--- config.mk ---
export PLATFORM = sky130hd
export DESIGN_NAME = mdu_iter
export DESIGN_NICKNAME = d
export VERILOG_FILES = /design/src/rtl/mdu_iter.sv
export SDC_FILE = /design/constraint.sdc
export NUM_CORES = 1
export LEC_CHECK = 0
export CORE_UTILIZATION = 50
export CTS_CLUSTER_SIZE = 8
export DETAILED_ROUTE_END_ITERATION = 10
export HOLD_SLACK_MARGIN = 0.08
export PLACE_DENSITY_LB_ADDON = 0.25
export SLEW_MARGIN = 40
export SYNTH_ARGS = -nofsm -noshare
export SYNTH_HDL_FRONTEND = slang
export SYNTH_SLANG_ARGS = --single-unit
--- constraint.sdc ---
create_clock -name clk -period 4 [get_ports clk]
set_input_delay 1 -clock clk [delete_from_list [all_inputs] [get_ports clk]]
set_output_delay 1 -clock clk [all_outputs]
set_load 0.03 [all_outputs]
--- src/rtl/mdu_iter.sv ---
// Iterative multiply/divide unit: shift-add multiply and restoring divide, one step
// per cycle, with HI/LO result registers and direct MTHI/MTLO writes.
module mdu_iter #(
    parameter int WIDTH = 32
) (
    input  logic             clk,
    input  logic             rst_n,
    input  logic             start,
    input  logic [2:0]       op,
    input  logic [WIDTH-1:0] opnd1,
    input  logic [WIDTH-1:0] opnd2,
    input  logic             flush,
    output logic             busy,
    output logic             done,
    output logic [WIDTH-1:0] hi,
    output logic [WIDTH-1:0] lo
);

    typedef enum logic [1:0] {S_IDLE, S_CALC, S_FIX, S_DONE} state_t;

    localparam int            CW   = (WIDTH > 1) ? $clog2(WIDTH) : 1;
    localparam logic [CW-1:0] LAST = CW'(WIDTH - 1);

    state_t           state, state_nxt;
    logic [CW-1:0]    cnt;
    logic [WIDTH-1:0] a, b, acc, rq;
    logic             div_mode, neg_q, neg_r, div0;

    logic             load, step, fix_wr, mt_hi, mt_lo;
    logic             s1, s2;
    logic [WIDTH-1:0] a_in, b_in;
    logic [WIDTH:0]   mul_sum, div_shift;
    logic             div_ok;
    logic [WIDTH-1:0] acc_nxt, rq_nxt;
    logic [2*WIDTH-1:0] prod, prod_fin;
    logic [WIDTH-1:0] quot, rem, hi_fix, lo_fix;

    // State register
    always_ff @(posedge clk or negedge rst_n) begin
        if (!rst_n) state <= S_IDLE;
        else        state <= state_nxt;
    end

    // Next-state logic; flush wins over every busy-state transition
    always_comb begin
        // NOTE: default assignment first so no path leaves state_nxt unassigned (no latch).
        state_nxt = state;
        case (state)
            S_IDLE: if (start && !flush && !op[2]) state_nxt = S_CALC;
            S_CALC: if (flush)             state_nxt = S_IDLE;
                    else if (cnt == LAST)  state_nxt = S_FIX;
            S_FIX:  state_nxt = flush ? S_IDLE : S_DONE;
            S_DONE: state_nxt = S_IDLE;
            default: state_nxt = S_IDLE;
        endcase
    end

    // Output / control decode
    always_comb begin
        busy   = (state != S_IDLE);
        done   = (state == S_DONE) && !flush;
        load   = (state == S_IDLE) && start && !flush && !op[2];
        mt_hi  = (state == S_IDLE) && start && !flush && (op == 3'b100);
        mt_lo  = (state == S_IDLE) && start && !flush && (op == 3'b101);
        step   = (state == S_CALC) && !flush;
        fix_wr = (state == S_FIX)  && !flush;
    end

    // Operand magnitudes; even opcodes (MULT/DIV) are the signed ones
    always_comb begin
        s1   = !op[0] && opnd1[WIDTH-1];
        s2   = !op[0] && opnd2[WIDTH-1];
        a_in = s1 ? -opnd1 : opnd1;
        b_in = s2 ? -opnd2 : opnd2;
    end

    // One iteration: acc/rq hold {product high, multiplier} or {remainder, dividend/quotient}
    always_comb begin
        mul_sum   = {1'b0, acc} + {1'b0, (rq[0] ? a : '0)};
        div_shift = {acc, rq[WIDTH-1]};
        div_ok    = (div_shift >= {1'b0, b});
        if (div_mode) begin
            acc_nxt = div_ok ? (div_shift[WIDTH-1:0] - b) : div_shift[WIDTH-1:0];
            rq_nxt  = {rq[WIDTH-2:0], div_ok};
        end else begin
            acc_nxt = mul_sum[WIDTH:1];
            rq_nxt  = {mul_sum[0], rq[WIDTH-1:1]};
        end
    end

    // Sign correction; a divide by zero returns all-ones and the original dividend
    always_comb begin
        prod     = {acc, rq};
        prod_fin = neg_q ? -prod : prod;
        quot     = div0 ? '1 : (neg_q ? -rq : rq);
        rem      = div0 ? (neg_r ? -a : a) : (neg_r ? -acc : acc);
        hi_fix   = div_mode ? rem  : prod_fin[2*WIDTH-1:WIDTH];
        lo_fix   = div_mode ? quot : prod_fin[WIDTH-1:0];
    end

    always_ff @(posedge clk or negedge rst_n) begin
        if (!rst_n) begin
            cnt      <= '0;
            a        <= '0;
            b        <= '0;
            acc      <= '0;
            rq       <= '0;
            div_mode <= 1'b0;
            neg_q    <= 1'b0;
            neg_r    <= 1'b0;
            div0     <= 1'b0;
        end else if (load) begin
            // NOTE: non-blocking assignments so every register samples pre-edge values.
            cnt      <= '0;
            a        <= a_in;
            b        <= b_in;
            acc      <= '0;
            rq       <= op[1] ? a_in : b_in;
            div_mode <= op[1];
            neg_q    <= s1 ^ s2;
            neg_r    <= s1;
            div0     <= (opnd2 == '0);
        end else if (step) begin
            cnt <= cnt + CW'(1);
            acc <= acc_nxt;
            rq  <= rq_nxt;
        end
    end

    always_ff @(posedge clk or negedge rst_n) begin
        if (!rst_n) begin
            hi <= '0;
            lo <= '0;
        end else if (fix_wr) begin
            hi <= hi_fix;
            lo <= lo_fix;
        end else begin
            if (mt_hi) hi <= opnd1;
            if (mt_lo) lo <= opnd1;
        end
    end

endmodule

==> flow_summary.yaml, run 1 <==
outcome:
  status: "finished, final reports clean"
yosys:
  syn_area_sq_mm: 0.0173
  yosys_warnings: 0
  avgSynthCellArea_sq_um: 7.99
  async_reset_ff_share_pct: 100
  ys_types: 77
  synth.largest_area_cell: "dfrtp_1"
  synth_edf_count: 0
  synthFlopType: "dfrtp_1"
  syn-num-nets: 2313
  netlist_instances: 2169
  yosysSeqAreaShare_pct: 29.3
  ys_top_cells_by_area: "dfrtp_1, o21ai_0, nand2_1, xor2_1, xnor2_1"
  synth-seq-cells: 203
  netlist.area_leader.share_pct: 29.3
floorplan:
  ioPinCount: 137
  start_util_pct: 51.3
  core-area_sq_mm: 0.0338
  fp-row-count: 67
  die_area_sq_mm: 0.0354
  die_h_um: 188
  dieWidth_um: 188
pwr:
  clock_power_share_pct: 17.5
  power_switching_mw: 6.21
  swShare_pct: 46.3
  powerDensity_mw_per_mm2: 652
  p_seq_share_pct: 24.8
  total_leakage_power_nw: 8.60
  combinationalPowerShare_pct: 57.7
  p_int_mw: 7.21
  ir_drop_uv: 377
final_layout:
  final_layout_size_suffix_gt1_share_pct: 9.47
  final_util_pct: 61.0
  layout_commonest_cell: "nand2_1"
  layout.cells.most_common_list: "nand2_1, o21ai_0, dfrtp_1, nor2_1, clkdlybuf4s50_1"
  fillers: 3032
  syn2layout_area_growth_pct: 18.8
  final_cells: 2770
  final_nets: 2459
  num_antenna_cells: 0
clock_tree:
  clk_pin_slew_ps: 70
  cts_buffers: 30
  clk_latency_ps: 580
  cts_hold_buf: 0
  cts_tree: "yes"
  postCtsSetupBuffers: 0
  cts_sinks: 203
  cts_buffer_depth: 3
  cts_root_buffer: "clkbuf_16"
  ctsResizeCount: 0
  cts_max_level: 1
global_routing:
  grt_pass1_vias: 17000
  grt_max_degree: 93
  antenna_found_initial: 0
  grt.overflow.total: 0
  grt_pass1_wl_mm: 99.4
  track_usage_pct: 36.1
worst_setup_path:
  critPathBufInv: 2
  endpoint_kind: "flop"
  slowest_delay_ps: 500
  crit_cells: 14
  worstSetupPathType: "reg2reg"
  crit_top_cell: "inv_1"
  worstPathCellList: "inv_1 > nor2_1 > ha_1 > inv_1 > fa_1 > nor2b_1 > o31a_1 > o211a_1 > o41a_1 > a221o_1 > a21oi_1 > o21ai_0 > xnor2_1 > a211oi_1"
  arrival_ps: 4220
  start_kind: "flop"
  r2r_cells: 14
  crit_family: "compound AO/OA/AOI/OAI gates"
  slowest_stage: "o41a_1"
  cp_max_fo: 7
  required_ps: 4480
placement:
  place_inst: 2730
  routabilityCongestion: 1.00
  port_buffers: 136
  dp_hpwl_mm: 49.7
  pre_cts_ws_ps: -42.5
routing:
  ant_nets: 0
  viasPerCell: 6.37
  finalWirelength_mm: 64.7
  drt_iter0_markers: 2011
  drcViolationCount: 0
  vias: 17600
  wl_per_cell_um: 23.4
  drt_pass1_iterations: 5
sta:
  fin_crit_sh_pct: 93.7
  clock.fmax_mhz: 267
  skew_ps: 35.4
  tightest_slew_ps: 731
  slew_violations: 0
  finalSetupViolations: 0
  rsz0062_at_grt: "no"
  relSlewSlack_pct: 50.0
  setup_ws_ps: 253
  final_hold_viol_count: 0
  fin_crit_ps: 3750
min_path:
  hold_path.class: "in2async"
run:
  maxCapViolCount: 0
-- Yosys cell counts, types with 31 or more instances --
| cell type | n |
|---|---|
| a211oi_1 | 46 |
| xnor2_1 | 111 |
| o31ai_1 | 39 |
| inv_1 | 68 |
| nor2_1 | 146 |
| xor2_1 | 118 |
| mux2i_1 | 79 |
| nand2_1 | 296 |
| o21ai_0 | 235 |
| nand2b_1 | 38 |
| clkbuf_1 | 129 |
| a32oi_1 | 31 |
| ha_1 | 71 |
| dfrtp_1 | 203 |
| nor3_1 | 34 |
| and2_1 | 38 |
| a21oi_1 | 123 |
-- cells by family after synthesis --
kind of cell / synth area share [%]
AOI/OAI and AO/OA: 24.3
xor gates and xnor gates: 11.6
adders and majority gates: 5.36
buffers and inverters: 4.71
DFF: 29.3
muxes: 5.54
and+or+nand+nor: 19.2
-- area by class of cell --
| type | count | area (sq um) | share of cell area [%] |
|---|---|---|---|
| Tap cell | 448 | 561 | 2.72 |
| Timing Repair Buffer | 258 | 2390 | 11.6 |
| Inverter | 68 | 255 | 1.24 |
| Clock buffer | 37 | 808 | 3.93 |
| Multi-Input combinational cell | 1754 | 11500 | 55.7 |
| Clock inverter | 2 | 13.8 | 0.0668 |
| Sequential cell | 203 | 5090 | 24.7 |
-- through the flow --
| step | TNS, ps | power (mW) | hold slack, ps | instance area (sq um) |
|---|---|---|---|---|
| 3_3_place_gp | 0 | 10.7 | 465 | 19700 |
| 6_report | 0 | 13.4 | 312 | 20600 |
| 5_1_grt | 0 | 14.2 | 352 | 20600 |
| 3_5_place_dp | -42.5 | 10.9 | 470 | 19700 |
| 2_1_floorplan | 0 | 8.33 | 450 | 17300 |
| 4_1_cts | 0 | 13.3 | 482 | 20600 |
-- power by group through the flow --
stage | clock network [mW] | logic (mW) | registers [mW]
2_1_floorplan | 0 | 4.95 | 3.38
3_3_place_gp | 0 | 7.42 | 3.33
3_5_place_dp | 0 | 7.56 | 3.34
4_1_cts | 2.38 | 7.60 | 3.31
5_1_grt | 2.45 | 8.37 | 3.39
6_report | 2.36 | 7.74 | 3.33
-- registers in the layout, summed over array words and instances, names as in the netlist, 2 cells and up --
name	count
a	32
acc	32
b	32
hi	32
lo	32
rq	32
cnt	5
state	2
-- path summary, 6_finish.rpt --
path | startpoint | to | slack, ps
worst max-delay path | rq[0] | acc[29] | 250
worst min-delay path | rst_n | acc[25] | 310
worst max register to register | rq[0] | acc[29] | 250
worst min register to register | b[14] | b[14] | 480
max in group asynchronous | rst_n | lo[10] | 2600
min in group clk | b[14] | b[14] | 480
-- routing by layer --
layer	wire length, um	track usage (%)	vias to the layer above
li1	-	-	8053
met1	27000	48.5	8503
met2	29100	57.0	926
met3	5660	6.72	155
met4	2950	14.8	0
met5	0	0	-
Power figures use the tool's default switching activity.
==> run 2: changes to the inputs <==
- SKIP_LAST_GASP: unset -> 1
==> results of run 2 <==
Final layout, timing and power as in run 1 (identical DEF).
